--- src/rtl/hss_rx_aligner.sv ---
// hss_rx_aligner: frame-sync word aligner with lock hysteresis and an N-lane slip gearbox.
// HSS_RX_PATTERN_CHECK_EN adds a per-lane incrementing-pattern checker on the aligned output.
module hss_rx_aligner #(
  parameter int N          = 3,
  parameter int W          = 8,
  parameter int LOCK_CNT   = 4,
  parameter int UNLOCK_CNT = 3
) (
  input  logic                 clk,
  input  logic                 rst,
  input  logic [W-1:0]         rxsync,
  input  logic [N*W-1:0]       rxdata,
  output logic [N*W-1:0]       dout,
  output logic                 dout_valid,
  output logic                 locked,
  output logic [$clog2(W)-1:0] shift,
  output logic [N-1:0]         err_flag,
  output logic [N*16-1:0]      err_cnt
);
  localparam int SW = $clog2(W);
  typedef enum logic [1:0] {SEARCH, CONFIRM, LOCKED} state_t;
  state_t         r_state;
  logic [7:0]     r_cnt;
  logic [7:0]     r_miss;
  logic [SW-1:0]  r_shift;
  logic [2*W-1:0] r_rxshift [N];
  logic [N*W-1:0] r_dout;
  logic           r_dout_valid;
  logic           w_valid;
  logic           w_good;
  logic [SW-1:0]  w_k;
  always_comb begin
    w_k = '0;
    for (int b = 0; b < W; b++) w_k = rxsync[b] ? SW'(b) : w_k;
  end
  assign w_valid = (rxsync != '0) && ((rxsync & (rxsync - W'(1))) == '0);
  assign w_good  = w_valid && (w_k == r_shift);
  always_ff @(posedge clk) begin
    if (rst) begin
      r_state <= SEARCH;
      r_cnt   <= '0;
      r_miss  <= '0;
      r_shift <= '0;
    end else begin
      case (r_state)
        SEARCH: if (w_valid) begin
          r_shift <= w_k;
          r_cnt   <= 8'd1;
          r_state <= CONFIRM;
        end
        CONFIRM: if (w_good) begin
          r_cnt   <= r_cnt + 8'd1;
          r_state <= (r_cnt + 8'd1 == 8'(LOCK_CNT)) ? LOCKED : CONFIRM;
        end else begin
          r_cnt   <= '0;
          r_state <= SEARCH;
        end
        LOCKED: if (w_good) begin
          r_miss <= '0;
        end else if (r_miss + 8'd1 == 8'(UNLOCK_CNT)) begin
          r_miss  <= '0;
          r_cnt   <= '0;
          r_state <= SEARCH;
        end else begin
          r_miss <= r_miss + 8'd1;
        end
        default: r_state <= SEARCH;
      endcase
    end
  end
  // Gearbox keeps the previous and current word so any slip 0..W-1 is reachable.
  always_ff @(posedge clk) begin
    if (rst) begin
      for (int i = 0; i < N; i++) r_rxshift[i] <= '0;
      r_dout       <= '0;
      r_dout_valid <= 1'b0;
    end else begin
      for (int i = 0; i < N; i++) begin
        r_rxshift[i]        <= {rxdata[i*W +: W], r_rxshift[i][2*W-1:W]};
        r_dout[i*W +: W]    <= W'(r_rxshift[i] >> r_shift);
      end
      r_dout_valid <= (r_state == LOCKED);
    end
  end
  assign dout       = r_dout;
  assign dout_valid = r_dout_valid;
  assign locked     = (r_state == LOCKED);
  assign shift      = r_shift;
`ifdef HSS_RX_PATTERN_CHECK_EN
  logic [N*W-1:0]  r_dout_q;
  logic            r_dv_q;
  logic [N-1:0]    r_err_flag;
  logic [N*16-1:0] r_err_cnt;
  always_ff @(posedge clk) begin
    if (rst) begin
      r_dout_q   <= '0;
      r_dv_q     <= 1'b0;
      r_err_flag <= '0;
      r_err_cnt  <= '0;
    end else begin
      r_dout_q <= r_dout;
      r_dv_q   <= r_dout_valid;
      for (int i = 0; i < N; i++) begin
        r_err_flag[i] <= r_dout_valid && r_dv_q && (r_dout[i*W +: W] != r_dout_q[i*W +: W] + W'(1));
        if (r_err_flag[i] && r_err_cnt[i*16 +: 16] != 16'hFFFF)
          r_err_cnt[i*16 +: 16] <= r_err_cnt[i*16 +: 16] + 16'd1;
      end
    end
  end
  assign err_flag = r_err_flag;
  assign err_cnt  = r_err_cnt;
`else
  assign err_flag = '0;
  assign err_cnt  = '0;
`endif
endmodule

--- config.mk ---
export PLATFORM = sky130hd
export DESIGN_NAME = hss_rx_aligner
export DESIGN_NICKNAME = d
export VERILOG_FILES = /design/src/rtl/hss_rx_aligner.sv
export SDC_FILE = /design/constraint.sdc
export NUM_CORES = 1
export LEC_CHECK = 0
export ABC_AREA = 1
export BUFFER_PORTS_ARGS = -buffer_cell sky130_fd_sc_hd__buf_2
export CAP_MARGIN = 25
export CORE_MARGIN = 5
export CORE_UTILIZATION = 58
export CTS_CLUSTER_DIAMETER = 50
export DETAILED_ROUTE_END_ITERATION = 6
export PLACE_DENSITY = 0.92
export SKIP_LAST_GASP = 1
export SYNTH_ARGS = -nofsm -noshare
export SYNTH_HDL_FRONTEND = slang
export SYNTH_SLANG_ARGS = --single-unit
export TNS_END_PERCENT = 20
--- constraint.sdc ---
create_clock -name clk -period 3.77 [get_ports clk]
set_input_delay 0.377 -clock clk [delete_from_list [all_inputs] [get_ports clk]]
set_output_delay 0.377 -clock clk [all_outputs]
set_load 0.01 [all_outputs]
==> impl_metrics.json <==
{
  "first_pass_iters": 6,
  "grt_pass1_vias": 3674,
  "cts_tree": "done",
  "cellPowerDensity_mw_per_mm2": 442,
  "slew_violations": 0,
  "min_period_ns": 2.04,
  "io_pins": 114,
  "drive_gt1_share_pct": 13.1,
  "numPortBuffers": 62,
  "clk_pin_slew_worst_paths_ns": 0.09,
  "reg2regPathDepth": 9,
  "cp_top_family": "simple AND/OR/NAND/NOR gates",
  "fin_crit_sh_pct": 54.2,
  "setup_viol": 0,
  "finalNonFillerCells": 871,
  "coreArea_mm2": 0.00822,
  "cp_num_cells": 9,
  "place_congestion": 0.909,
  "place_ws_ns": 1.75,
  "root_buffer": "clkbuf_8",
  "h-tree-depth": 3,
  "crit_end": "r_cnt[7]$_SDFFE_PP0P_",
  "drt_wl_total_um": 9980,
  "clock_latency_ns": 0.37,
  "holdPathStages": 3,
  "postSynthCellCount": 717,
  "worstPathCellList": "buf_4, inv_2, xor2_1, nand3_1, nor2_8, nand3b_1, nor2_1, nor2_1, nor2_2",
  "cts_num_sinks": 94,
  "grt_max_degree": 67,
  "p_leak_uw": 0.00255,
  "cts_buffers": 9,
  "drc": 0,
  "drv_cap": 0,
  "cp-end-kind": "flip-flop",
  "fin_util_pct": 63.9,
  "synth_seq_cells": 94,
  "crit_path_max_fanout": 28,
  "ir_drop_v": 0.000338,
  "syn_area_per_cell_um2": 6.84,
  "critPathBufInv": 2,
  "final.setup.worst_slack_ns": 1.73,
  "syn_area_mm2": 0.00490,
  "fin_skew_ns": 0.00509,
  "hpwl_um": 6940,
  "hold_viol": 0,
  "place_inst": 855,
  "vias": 4252,
  "yosysWarnings": 0,
  "critical_path_required_ns": 4.08,
  "finalSetupTns_ns": 0,
  "ant_nets": 0,
  "relSlewSlack_pct": 53.5,
  "hold_path.class": "input port to flip-flop",
  "status": "finished clean",
  "rsz0062_at_grt": "false",
  "dieHeight_um": 102,
  "max_freq_mhz": 489,
  "start_util_pct": 59.7,
  "holdBufCountCts": 0,
  "crit_path_frequent_cell": "nor2_1",
  "syn_to_final_growth_pct": 7.09,
  "reg2reg_to": "r_cnt[7]$_SDFFE_PP0P_",
  "final_nets": 801,
  "cpPeakStageDelay_ns": 0.35,
  "slowest_stage": "inv_2",
  "crit_type": "flip-flop to flip-flop",
  "cts_resized": 0,
  "die_w_um": 102,
  "cp-startpoint": "shift[2]$_SDFFE_PP0P_",
  "tightest_slew_ns": 0.697,
  "grt_pass1_wl_um": 16100,
  "ys_types": 34,
  "routedWlPerCell_um": 11.5,
  "viasPerCell": 4.88,
  "track_usage_pct": 19.1,
  "cp.arrival_ns": 2.35,
  "whs_ns": 0.201,
  "antenna_found_initial": 0,
  "drt_first_iter_violations": 287,
  "overflow": 0,
  "cts_buffer_depth": 2,
  "row_count": 33,
  "post_cts_buffers": 0,
  "cp-start-kind": "flip-flop",
  "die_area_mm2": 0.0104,
  "seq_area_frac_synth_pct": 38.4,
  "n_antenna_cell": 0,
  "reg2reg_from": "shift[2]$_SDFFE_PP0P_",
  "rrSetupSlack_ns": 1.73
}
[worst min-delay path by stage]
stage                           startpoint                          end  slack (ns)
2_1_floorplan  r_rxshift[0][31]$_SDFF_PP0_  r_rxshift[0][23]$_SDFF_PP0_        0.39
3_3_place_gp   r_rxshift[0][31]$_SDFF_PP0_  r_rxshift[0][23]$_SDFF_PP0_        0.39
3_5_place_dp   r_rxshift[0][47]$_SDFF_PP0_  r_rxshift[0][39]$_SDFF_PP0_        0.40
4_1_cts                          rxdata[3]  r_rxshift[0][11]$_SDFF_PP0_        0.18
5_1_grt                          rxdata[3]  r_rxshift[0][11]$_SDFF_PP0_        0.18
6_report                         rxdata[3]  r_rxshift[0][11]$_SDFF_PP0_        0.20
[kinds of logic after synthesis]
family / after synthesis / share of synthesized area (%)
simple gates: 321 / 27.7
buf+inv: 170 / 17.3
compound gates: 108 / 11.7
flops: 94 / 38.4
mux: 11 / 2.24
fa+ha+maj: 6 / 1.53
xor+xnor: 6 / 1.07
other cells: 1 / 0.0765
[registers in the layout, summed over array words and instances, names as in the netlist]
name and count:
r_state 2, shift 3, r_cnt 8, dout_valid 1
dout 24, r_miss 8, r_rxshift 48
[synthesized netlist by cell type]
cell type | instances | area share [%]
buf_2 | 6 | 0.61
o211ai_1 | 5 | 0.77
clkbuf_1 | 21 | 1.6
ha_1 | 6 | 1.5
xnor2_1 | 2 | 0.36
nand3_4 | 2 | 0.71
buf_6 | 1 | 0.23
nor2_4 | 1 | 0.23
mux2i_1 | 11 | 2.2
nand3b_1 | 5 | 0.77
nor2_2 | 6 | 0.77
nor2_8 | 1 | 0.41
nand2_1 | 165 | 13
inv_1 | 85 | 6.5
a21oi_1 | 41 | 4.2
dfxtp_1 | 94 | 38
nand3_2 | 1 | 0.20
and2_1 | 1 | 0.13
o21a_1 | 1 | 0.15
nor3_1 | 4 | 0.41
o21bai_1 | 1 | 0.15
o21ai_0 | 54 | 5.5
xor2_1 | 4 | 0.71
nor2_1 | 98 | 7.5
nand2_2 | 4 | 0.51
nand3_1 | 29 | 3.0
conb_1 | 1 | 0.076
a311oi_1 | 1 | 0.18
inv_2 | 2 | 0.15
a31oi_1 | 1 | 0.13
buf_1 | 3 | 0.23
nand4_1 | 4 | 0.51
buf_4 | 52 | 8.0
a211oi_1 | 4 | 0.61
[metrics by stage]
step                      power (uW)  instance area, um2
after floorplan                 1580                5090
after global placement          1630                5040
after detailed placement        1640                5040
after CTS                       2320                5250
after global routing            2460                5250
final                           2320                5250
[where the power goes]
group	internal [uW]	switching, uW
clock	315	369
combinational	169	348
sequential	1070	49.7
[per-layer routing]
| metal | vias to the layer above | GRT usage (%) | routed length (um) |
|---|---|---|---|
| li1 | 2213 | - | - |
| met1 | 1888 | 24.7 | 4230 |
| met2 | 132 | 31.2 | 4910 |
| met3 | 19 | 4.23 | 643 |
| met4 | 0 | 7.47 | 193 |
| met5 | - | 0 | 0 |
[tightest hold or removal path, cell delays in order]
cell and delay (ns):
buf_2 0.09, inv_1 0.04, nor2_1 0.03
[layout by cell type (no fill, tap or decap), types with 5 or more instances in the layout]
master / netlist / routed
buf_2: 6 / 62
o211ai_1: 5 / 5
nand2_1: 165 / 165
a21oi_1: 41 / 41
conb_1: 1 / 51
dfxtp_1: 94 / 93
inv_1: 85 / 85
nor2_2: 6 / 6
clkbuf_8: 0 / 9
nand3b_1: 5 / 5
ha_1: 6 / 6
o21ai_0: 54 / 54
mux2i_1: 11 / 11
nand3_1: 29 / 29
nor2_1: 98 / 98
[final cells by class]
type | count | area, um2
sequential | 94 | 1880
clock buffer | 9 | 124
multi-input combinational | 503 | 2360
clock inverter | 7 | 85.1
timing repair buffer | 66 | 340
fill | 750 | 2960
inverter | 87 | 327
tap | 105 | 131
Power figures use the tool's default switching activity.
